===== src/rtl/counter_pkg.sv =====
// Shared constants and helpers for the prescaled counter family.
// Derives the prescaler divide ratio and width from clock/tick rates.
package counter_pkg;

  localparam logic CNT_UP = 1'b1;
  localparam logic CNT_DN = 1'b0;

  function automatic int clog2(input int v);
    int r;
    r = 0;
    for (int i = 0; i < 31; i++) begin
      if ((32'sd1 <<< i) < v) r = i + 1;
    end
    return r;
  endfunction

  // Zero flags an illegal rate pair; the top rejects it at elaboration.
  function automatic int calc_div(input int clk_hz, input int tick_hz);
    if (tick_hz <= 0) return 0;
    return clk_hz / tick_hz;
  endfunction

  function automatic int calc_pre_w(input int div);
    return (clog2(div) < 1) ? 1 : clog2(div);
  endfunction

endpackage


===== src/rtl/tick_prescaler.sv =====
// Free-running modulo-DIV prescaler producing a one-cycle enable tick.
// Holds its phase while en is low; clr restarts the period from zero.
module tick_prescaler
  import counter_pkg::*;
#(
  parameter int DIV = 10
) (
  input  logic clk,
  input  logic rst,
  input  logic en,
  input  logic clr,
  output logic tick_int
);

  localparam int PRE_W = calc_pre_w(DIV);
  localparam logic [PRE_W-1:0] LAST = PRE_W'(DIV - 1);

  logic [PRE_W-1:0] pre_q, pre_d;

  assign tick_int = en && (pre_q == LAST);

  always_comb begin
    pre_d = pre_q;
    if (clr) begin
      pre_d = '0;
    end else if (en) begin
      pre_d = (pre_q == LAST) ? '0 : pre_q + PRE_W'(1);
    end
  end

  always_ff @(posedge clk) begin
    if (rst) pre_q <= '0;
    else     pre_q <= pre_d;
  end

endmodule


===== src/rtl/counter_prescaled_updown.sv =====
// Up/down modulo counter advanced by an internal prescaler tick, with
// clamped load, wrap-or-saturate range ends and registered chaining pulses.
module counter_prescaled_updown
  import counter_pkg::*;
#(
  parameter int CLK_HZ  = 100000000,
  parameter int TICK_HZ = 1,
  parameter int CNT_W   = 6,
  parameter int CNT_MAX = 59,
  parameter int WRAP    = 1
) (
  input  logic             clk,
  input  logic             rst,
  input  logic             cnt_en,
  input  logic             up_dn,
  input  logic             load,
  input  logic [CNT_W-1:0] load_val,
  output logic [CNT_W-1:0] cnt,
  output logic             tick,
  output logic             tc
);

  localparam int DIV = calc_div(CLK_HZ, TICK_HZ);
  localparam logic [CNT_W-1:0] MAX_V = CNT_W'(CNT_MAX);

  if (DIV < 1) begin : g_bad_div
    $fatal(1, "counter_prescaled_updown: DIV must be >= 1");
  end
  if (TICK_HZ > 0 && (CLK_HZ % TICK_HZ) != 0) begin : g_bad_ratio
    $fatal(1, "counter_prescaled_updown: CLK_HZ not a multiple of TICK_HZ");
  end
  if (64'(CNT_MAX) >= (64'd1 << CNT_W)) begin : g_bad_max
    $fatal(1, "counter_prescaled_updown: CNT_MAX does not fit CNT_W");
  end

  logic             tick_int;
  logic [CNT_W-1:0] cnt_q, cnt_d;
  logic             tick_q, tick_d;
  logic             tc_q, tc_d;

  // Load restarts the tick period so the next tick is a full DIV away.
  tick_prescaler #(.DIV(DIV)) u_pre (
    .clk      (clk),
    .rst      (rst),
    .en       (cnt_en),
    .clr      (load),
    .tick_int (tick_int)
  );

  always_comb begin
    cnt_d  = cnt_q;
    tick_d = 1'b0;
    tc_d   = 1'b0;
    if (load) begin
      cnt_d = (load_val > MAX_V) ? MAX_V : load_val;
    end else if (tick_int) begin
      tick_d = 1'b1;
      if (up_dn == CNT_UP) begin
        if (cnt_q == MAX_V) begin
          tc_d  = 1'b1;
          cnt_d = (WRAP != 0) ? '0 : MAX_V;
        end else begin
          cnt_d = cnt_q + CNT_W'(1);
        end
      end else begin
        if (cnt_q == '0) begin
          tc_d  = 1'b1;
          cnt_d = (WRAP != 0) ? MAX_V : '0;
        end else begin
          cnt_d = cnt_q - CNT_W'(1);
        end
      end
    end
  end

  always_ff @(posedge clk) begin
    if (rst) begin
      cnt_q  <= '0;
      tick_q <= 1'b0;
      tc_q   <= 1'b0;
    end else begin
      cnt_q  <= cnt_d;
      tick_q <= tick_d;
      tc_q   <= tc_d;
    end
  end

  // tick is a one-cycle valid strobe for cnt (no ready): a chained stage
  // must consume cnt/tc in the cycle tick is high.
  assign cnt  = cnt_q;
  assign tick = tick_q;
  assign tc   = tc_q;

endmodule


===== config.mk =====
export PLATFORM = sky130hd
export DESIGN_NAME = counter_prescaled_updown
export DESIGN_NICKNAME = d
export VERILOG_FILES = /design/src/rtl/counter_pkg.sv /design/src/rtl/tick_prescaler.sv /design/src/rtl/counter_prescaled_updown.sv
export SDC_FILE = /design/constraint.sdc
export NUM_CORES = 1
export LEC_CHECK = 0
export ABC_AREA = 1
export CORE_ASPECT_RATIO = 0.9
export CORE_MARGIN = 5
export CORE_UTILIZATION = 26
export CTS_CLUSTER_DIAMETER = 200
export DETAILED_ROUTE_END_ITERATION = 16
export PLACE_DENSITY = 0.46
export SLEW_MARGIN = 20
export SYNTH_ARGS = -nofsm -noshare
export SYNTH_HDL_FRONTEND = slang
export SYNTH_SLANG_ARGS = --single-unit

===== constraint.sdc =====
create_clock -name clk -period 3.3 [get_ports clk]
set_input_delay 0.66 -clock clk [delete_from_list [all_inputs] [get_ports clk]]
set_output_delay 0.66 -clock clk [all_outputs]
set_load 0.03 [all_outputs]

==> run_results.csv, run 1 <==
group,metric,value,unit
worst_setup_path,max_stage_delay,0.76,ns
clocking,numCtsBuffers,5,
global_route,antenna_found_initial,0,
finish,mostFrequentLayoutCells,"nand2_1 (93), nor2_1 (68), dfxtp_1 (35)",
pwr,p_per_area,345,mW/mm²
synthesis,synth.avg_cell_area,6.57,µm²
finish,syn2layout_area_growth,17.8,%
clocking,cts_setup_buffers,0,
global_route,track_usage,0.114,
die,io_pins,19,
sta,tightest_slew,0.397,ns
finish,fillCellCount,954,
synthesis,synth_nets,365,
synthesis,synth_warnings,0,
global_route,grt_overflow_total,0,
worst_setup_path,cp_data_required_time,2.64,ns
worst_setup_path,r2r-start,"cnt[0]",
die,chipWidth,109,µm
die,rows,32,
synthesis,yosysTopAreaCell,"dfxtp_1",
sta,whs,0.505,ns
worst_hold_path,holdCritStartpoint,"u_pre.pre_q[25]",
sta,clock_skew,0.00727,ns
finish,nets,388,
global_route,grt_pass1_wl,9650,µm
clocking,cts_tree,"yes",
worst_setup_path,crit_family,"buffers and inverters",
worst_setup_path,path_class,"flip-flop to primary output",
worst_setup_path,cpMaxStageDelayCell,"clkdlybuf4s50_1",
clocking,clk_pin_slew,0.08,ns
finish,layout_commonest_cell,"nand2_1",
die,core-area,0.00861,mm²
die,chipHeight,99.2,µm
synthesis,syn_area,0.00230,mm²
worst_setup_path,crit_fanout,10,
clocking,clk_latency,0.30,ns
clocking,cts_resized,0,
sta,finalHoldViolations,0,
worst_setup_path,cp_num_buf_inv,1,
worst_setup_path,end_kind,"primary output",
synthesis,synth_top_area_share,0.305,
global_route,grt_max_degree,14,
worst_setup_path,r2r-end,"cnt[0]",
sta,tns,0,ns
sta,grt_setup_unrepaired,"false",
pwr,p_leak,0.994,nW
synthesis,synth-seq-area-share,0.305,
worst_setup_path,crit_path_cell_trace,"clkdlybuf4s50_1",
detailed_routing,wl,5850,µm
die,dieArea,0.0108,mm²
sta,slew_viol_final,0,
clocking,cts.sinks,35,
sta,timing.fmax,438,MHz
worst_hold_path,min_path_cells,2,
sta,slew_headroom,0.735,
sta,finalSetupViolCount,0,
detailed_routing,avgViaCountPerCell,4.40,
clocking,cts-root-buf,"clkbuf_8",
worst_setup_path,cp.arrival,1.62,ns
finish,num_antenna_cells,0,
synthesis,ys_seq_elements,35,
clocking,postCtsHoldBufs,0,
worst_setup_path,cp-start-kind,"flip-flop",
synthesis,synthTopCellsByArea,"dfxtp_1 (30%), nand2_1 (15%), nor2_1 (11%), inv_1 (5.4%), xor2_1 (5.3%)",
sta,finalCriticalPeriod,2.28,ns
run_status,status,"complete, no violations",
worst_hold_path,hold_end,"u_pre.pre_q[25]",
worst_hold_path,hp-class,"flip-flop to flip-flop",
sta,period_share,0.692,
clocking,cts_max_level,2,
die,initial_utilization,0.267,
placed_design,port_buffers,18,
worst_setup_path,rr_worst_depth,10,
clocking,cts_buffer_depth,2,
detailed_routing,drc,0,
pwr,vdd_drop_max,0.137,mV
detailed_routing,antenna_left,0,
detailed_routing,wire_per_inst,11.9,µm
detailed_routing,drt_iter0_drc,61,
worst_setup_path,r2r_setup_slack,1.69,ns
global_route,grt_pass1_vias,2016,
finish,drive_above_1_share,0.126,
detailed_routing,vias,2168,
synthesis,synth_cells,350,
synthesis,synth_cell_types,35,
flow_run,max-cap-violations,0,
detailed_routing,first_pass_iters,4,
placed_design,place_congestion,0.851,
placed_design,post-dp-hpwl,4530,µm
==> report_power, final <==
group | switching [mW] | leakage (nW) | internal [mW]
clock network | 0.171 | 0.0505 | 0.190
logic | 0.0768 | 0.660 | 0.0521
registers | 0.0141 | 0.283 | 0.429
total | 0.262 | 0.994 | 0.671
==> metal layers <==
metal | routed length, µm | part of all wire | track usage
met1 | 3090 | 0.53 | 0.161
met4 | 108 | 0.018 | 0.0456
met2 | 2440 | 0.42 | 0.168
met5 | 0 | 0 | 0
met3 | 211 | 0.036 | 0.0227
==> Yosys cell counts <==
library cell,n
a21o_1,1
o21ai_0,6
nor3_2,4
nand3_2,2
dfxtp_1,35
inv_1,33
a21oi_2,2
nand2_4,3
nor2_1,68
nand4_1,10
nor3_1,7
buf_8,1
nand2_2,5
nand2_8,1
a22oi_1,1
and3_1,1
nand2_1,93
o21a_1,1
or2_2,2
a21oi_4,1
buf_2,1
nor2_2,6
xor2_1,14
o21ai_1,1
and3_4,1
o21bai_1,1
a31oi_1,1
inv_2,5
nor3b_1,1
buf_6,1
ha_1,4
nand3_1,24
a21oi_1,6
nor2_4,6
nor4_1,1
==> state kept, by name, indices dropped and copies added, names as in the netlist <==
| signal | cells |
|---|---|
| u_pre.pre_q | 27 |
| cnt | 6 |
| tc | 1 |
| tick | 1 |
==> stage by stage <==
| stage | cells | setup WS (ns) | instance area (µm²) | util | power (mW) |
|---|---|---|---|---|---|
| after floorplan | 350 | 1.71 | 2300 | - | 0.537 |
| after global placement | 485 | 0.984 | 2600 | 0.302 | 0.584 |
| after detailed placement | 485 | 0.955 | 2600 | 0.302 | 0.583 |
| after CTS | 493 | 0.996 | 2710 | 0.315 | 0.949 |
| after global routing | 493 | 0.943 | 2710 | 0.315 | 0.981 |
| final | 493 | 1.02 | 2710 | 0.315 | 0.933 |
==> cell families after synthesis <==
kind of cell               share of synthesized area
xor gates and xnor gates                      0.0533
and+or+nand+nor                                0.486
buffers and inverters                         0.0757
DFF                                            0.305
AOI/OAI and AO/OA                             0.0588
adders and majority gates                     0.0218
==> cell type report <==
type,count,area (µm²),area share
multi-input cells,274,1420,0.526
clock inverters,1,7.51,0.00277
clock buffers,7,96.3,0.0356
repair buffers,19,188,0.0693
well taps,119,149,0.0550
flip-flops and latches,35,701,0.259
inverters,38,143,0.0527
==> how the worst max path moves through the flow <==
stage                      start              end  slack (ns)  cells after the start
after floorplan           cnt[0]           cnt[0]        1.71                     10
after global placement    cnt_en  u_pre.pre_q[17]        0.98                     11
after detailed placement  cnt_en  u_pre.pre_q[17]        0.96                     11
after CTS                 cnt[2]           cnt[2]         1.0                      1
after global routing      cnt[2]           cnt[2]        0.94                      1
final                     cnt[2]           cnt[2]        1.02                      1
==> tightest hold or removal path, cell delays in order, from the launching register on <==
cell and delay [ns]:
dfxtp_1 0.32, nor2_1 0.10, nor2_1 0.05
No activity file was read; power rests on OpenSTA's default activity.
==> inputs of run 2 (changes only) <==
==> constraint.sdc (replaced) <==
create_clock -name clk -period 2.1 [get_ports clk]
set_input_delay 0.42 -clock clk [delete_from_list [all_inputs] [get_ports clk]]
set_output_delay 0.42 -clock clk [all_outputs]
set_load 0.03 [all_outputs]
==> run 2 against run 1 <==
Effect of this change:
- clock-buffer cell count decreased by 1
- setup slack lost 0.81 ns
- sequential share of layout area down 0.097 points
- die area unchanged
- critical endpoint unchanged
- critical path type unchanged
- highest routed layer unchanged
==> run_results.csv, run 2 (synthesis results as in run 1) <==
group,metric,value,unit
worst_setup_path,worstSetupStartpoint,"cnt[2]",
detailed_routing,met2WireLength,2540,µm
placed_design,port_buffers,18,
clocking,cts_resized,0,
finish,regMostFlops,"u_pre.pre_q",
die,core-area,0.00861,mm²
worst_setup_path,crit_path_cell_trace,"clkdlybuf4s50_1",
sta,grt_setup_unrepaired,"false",
clocking,cts.sinks,35,
finish,final_area,0.00272,mm²
detailed_routing,top_layer,"met4",
detailed_routing,drc,0,
worst_setup_path,rr_worst_depth,10,
detailed_routing,wl,5850,µm
worst_setup_path,cp-start-kind,"flip-flop",
worst_hold_path,min_path_cells,2,
sta,finalCriticalPeriod,1.89,ns
finish,nets,392,
global_route,grt_pass1_wl,9670,µm
die,chipHeight,99.2,µm
detailed_routing,vias,2166,
pwr,p_leak,1.01,nW
global_route,track_usage,0.112,
pwr,vdd_drop_max,0.351,mV
finish,syn2layout_area_growth,18.5,%
sta,tns,0,ns
finish,mostFrequentLayoutCells,"nand2_1 (93), nor2_1 (68), dfxtp_1 (34)",
clocking,clk_latency,0.29,ns
worst_setup_path,max_stage_delay,0.72,ns
pwr,power,1.41,mW
sta,slew_viol_final,0,
clocking,clk_pin_slew,0.08,ns
clocking,numCtsBuffers,5,
detailed_routing,first_pass_iters,4,
worst_hold_path,hold_end,"u_pre.pre_q[25]",
pwr,p_per_area,517,mW/mm²
die,chipWidth,109,µm
clocking,cts_max_level,2,
worst_setup_path,cpMaxStageDelayCell,"clkdlybuf4s50_1",
worst_hold_path,hp-class,"flip-flop to flip-flop",
worst_setup_path,path_class,"flip-flop to primary output",
worst_hold_path,holdCritStartpoint,"u_pre.pre_q[25]",
worst_setup_path,cp.arrival,1.47,ns
global_route,antenna_found_initial,0,
clocking,cts_buffer_depth,2,
worst_setup_path,crit_fanout,10,
die,initial_utilization,0.267,
global_route,grt_max_degree,14,
detailed_routing,antenna_left,0,
finish,drive_above_1_share,0.135,
detailed_routing,drt_iter0_drc,96,
flow_run,max-cap-violations,0,
sta,slew_headroom,0.723,
die,rows,32,
global_route,grt_overflow_total,0,
placed_design,placed_area,0.00263,mm²
die,dieArea,0.0108,mm²
worst_setup_path,end_kind,"primary output",
detailed_routing,wire_per_inst,11.8,µm
finish,num_antenna_cells,0,
global_route,grt_pass1_vias,2025,
detailed_routing,drt-met1-wl,3010,µm
finish,layout_commonest_cell,"nand2_1",
detailed_routing,avgViaCountPerCell,4.37,
worst_setup_path,r2r_setup_slack,0.46,ns
worst_setup_path,r2r-start,"cnt[0]",
sta,timing.fmax,528,MHz
sta,clock_skew,0.0133,ns
sta,tightest_slew,0.415,ns
detailed_routing,dr_wl_met3,240,µm
finish,largest_register_ffs,27,
worst_setup_path,cp_num_buf_inv,1,
worst_setup_path,cp_data_required_time,1.68,ns
clocking,cts_tree,"yes",
sta,finalSetupViolCount,0,
clocking,postCtsHoldBufs,0,
worst_setup_path,crit_family,"buffers and inverters",
sta,period_share,0.901,
run_status,status,"complete, no violations",
clocking,cts_setup_buffers,0,
worst_setup_path,r2r-end,"cnt[0]",
sta,finalHoldViolations,0,
placed_design,place_congestion,0.797,
die,io_pins,19,
clocking,cts-root-buf,"clkbuf_8",
placed_design,post-dp-hpwl,4560,µm
[run 2: cell type report]
type	instances	area, µm²
Clock buffer	6	82.6
Clock inverter	1	5.00
Fill cell	967	5890
Inverter	38	143
Multi-Input combinational cell	274	1420
Sequential cell	35	702
Tap cell	119	149
Timing Repair Buffer	23	218
[run 2: worst max-delay path by stage]
stage | depth (start not counted) | to | slack (ns)
6_report | 1 | cnt[2] | 0.21
5_1_grt | 1 | cnt[4] | 0.15
4_1_cts | 1 | cnt[2] | 0.04
3_5_place_dp | 8 | u_pre.pre_q[19] | 0.16
3_3_place_gp | 8 | u_pre.pre_q[19] | 0.17
2_1_floorplan | 10 | cnt[0] | 0.51
[run 2: where the power goes]
part	switching, mW	leakage [nW]	total (mW)	internal, mW
clock network	0.242	0.0470	0.499	0.258
registers	0.0191	0.284	0.694	0.675
logic	0.126	0.679	0.214	0.0881
[run 2: routing by layer]
layer  GRT usage  vias to the layer above
li1            -                     1159
met1       0.155                      955
met2       0.177                       46
met3      0.0292                        6
met4      0.0233                        0
met5           0                        -
[run 2: through the flow]
step | instances | setup WS (ns) | hold WS (ns) | utilization
4_1_cts | 496 | 0.0428 | 0.507 | 0.316
3_3_place_gp | 489 | 0.167 | 0.494 | 0.306
5_1_grt | 496 | 0.153 | 0.534 | 0.316
3_5_place_dp | 489 | 0.164 | 0.497 | 0.306
2_1_floorplan | 350 | 0.513 | 0.477 | -
6_report | 496 | 0.208 | 0.510 | 0.316
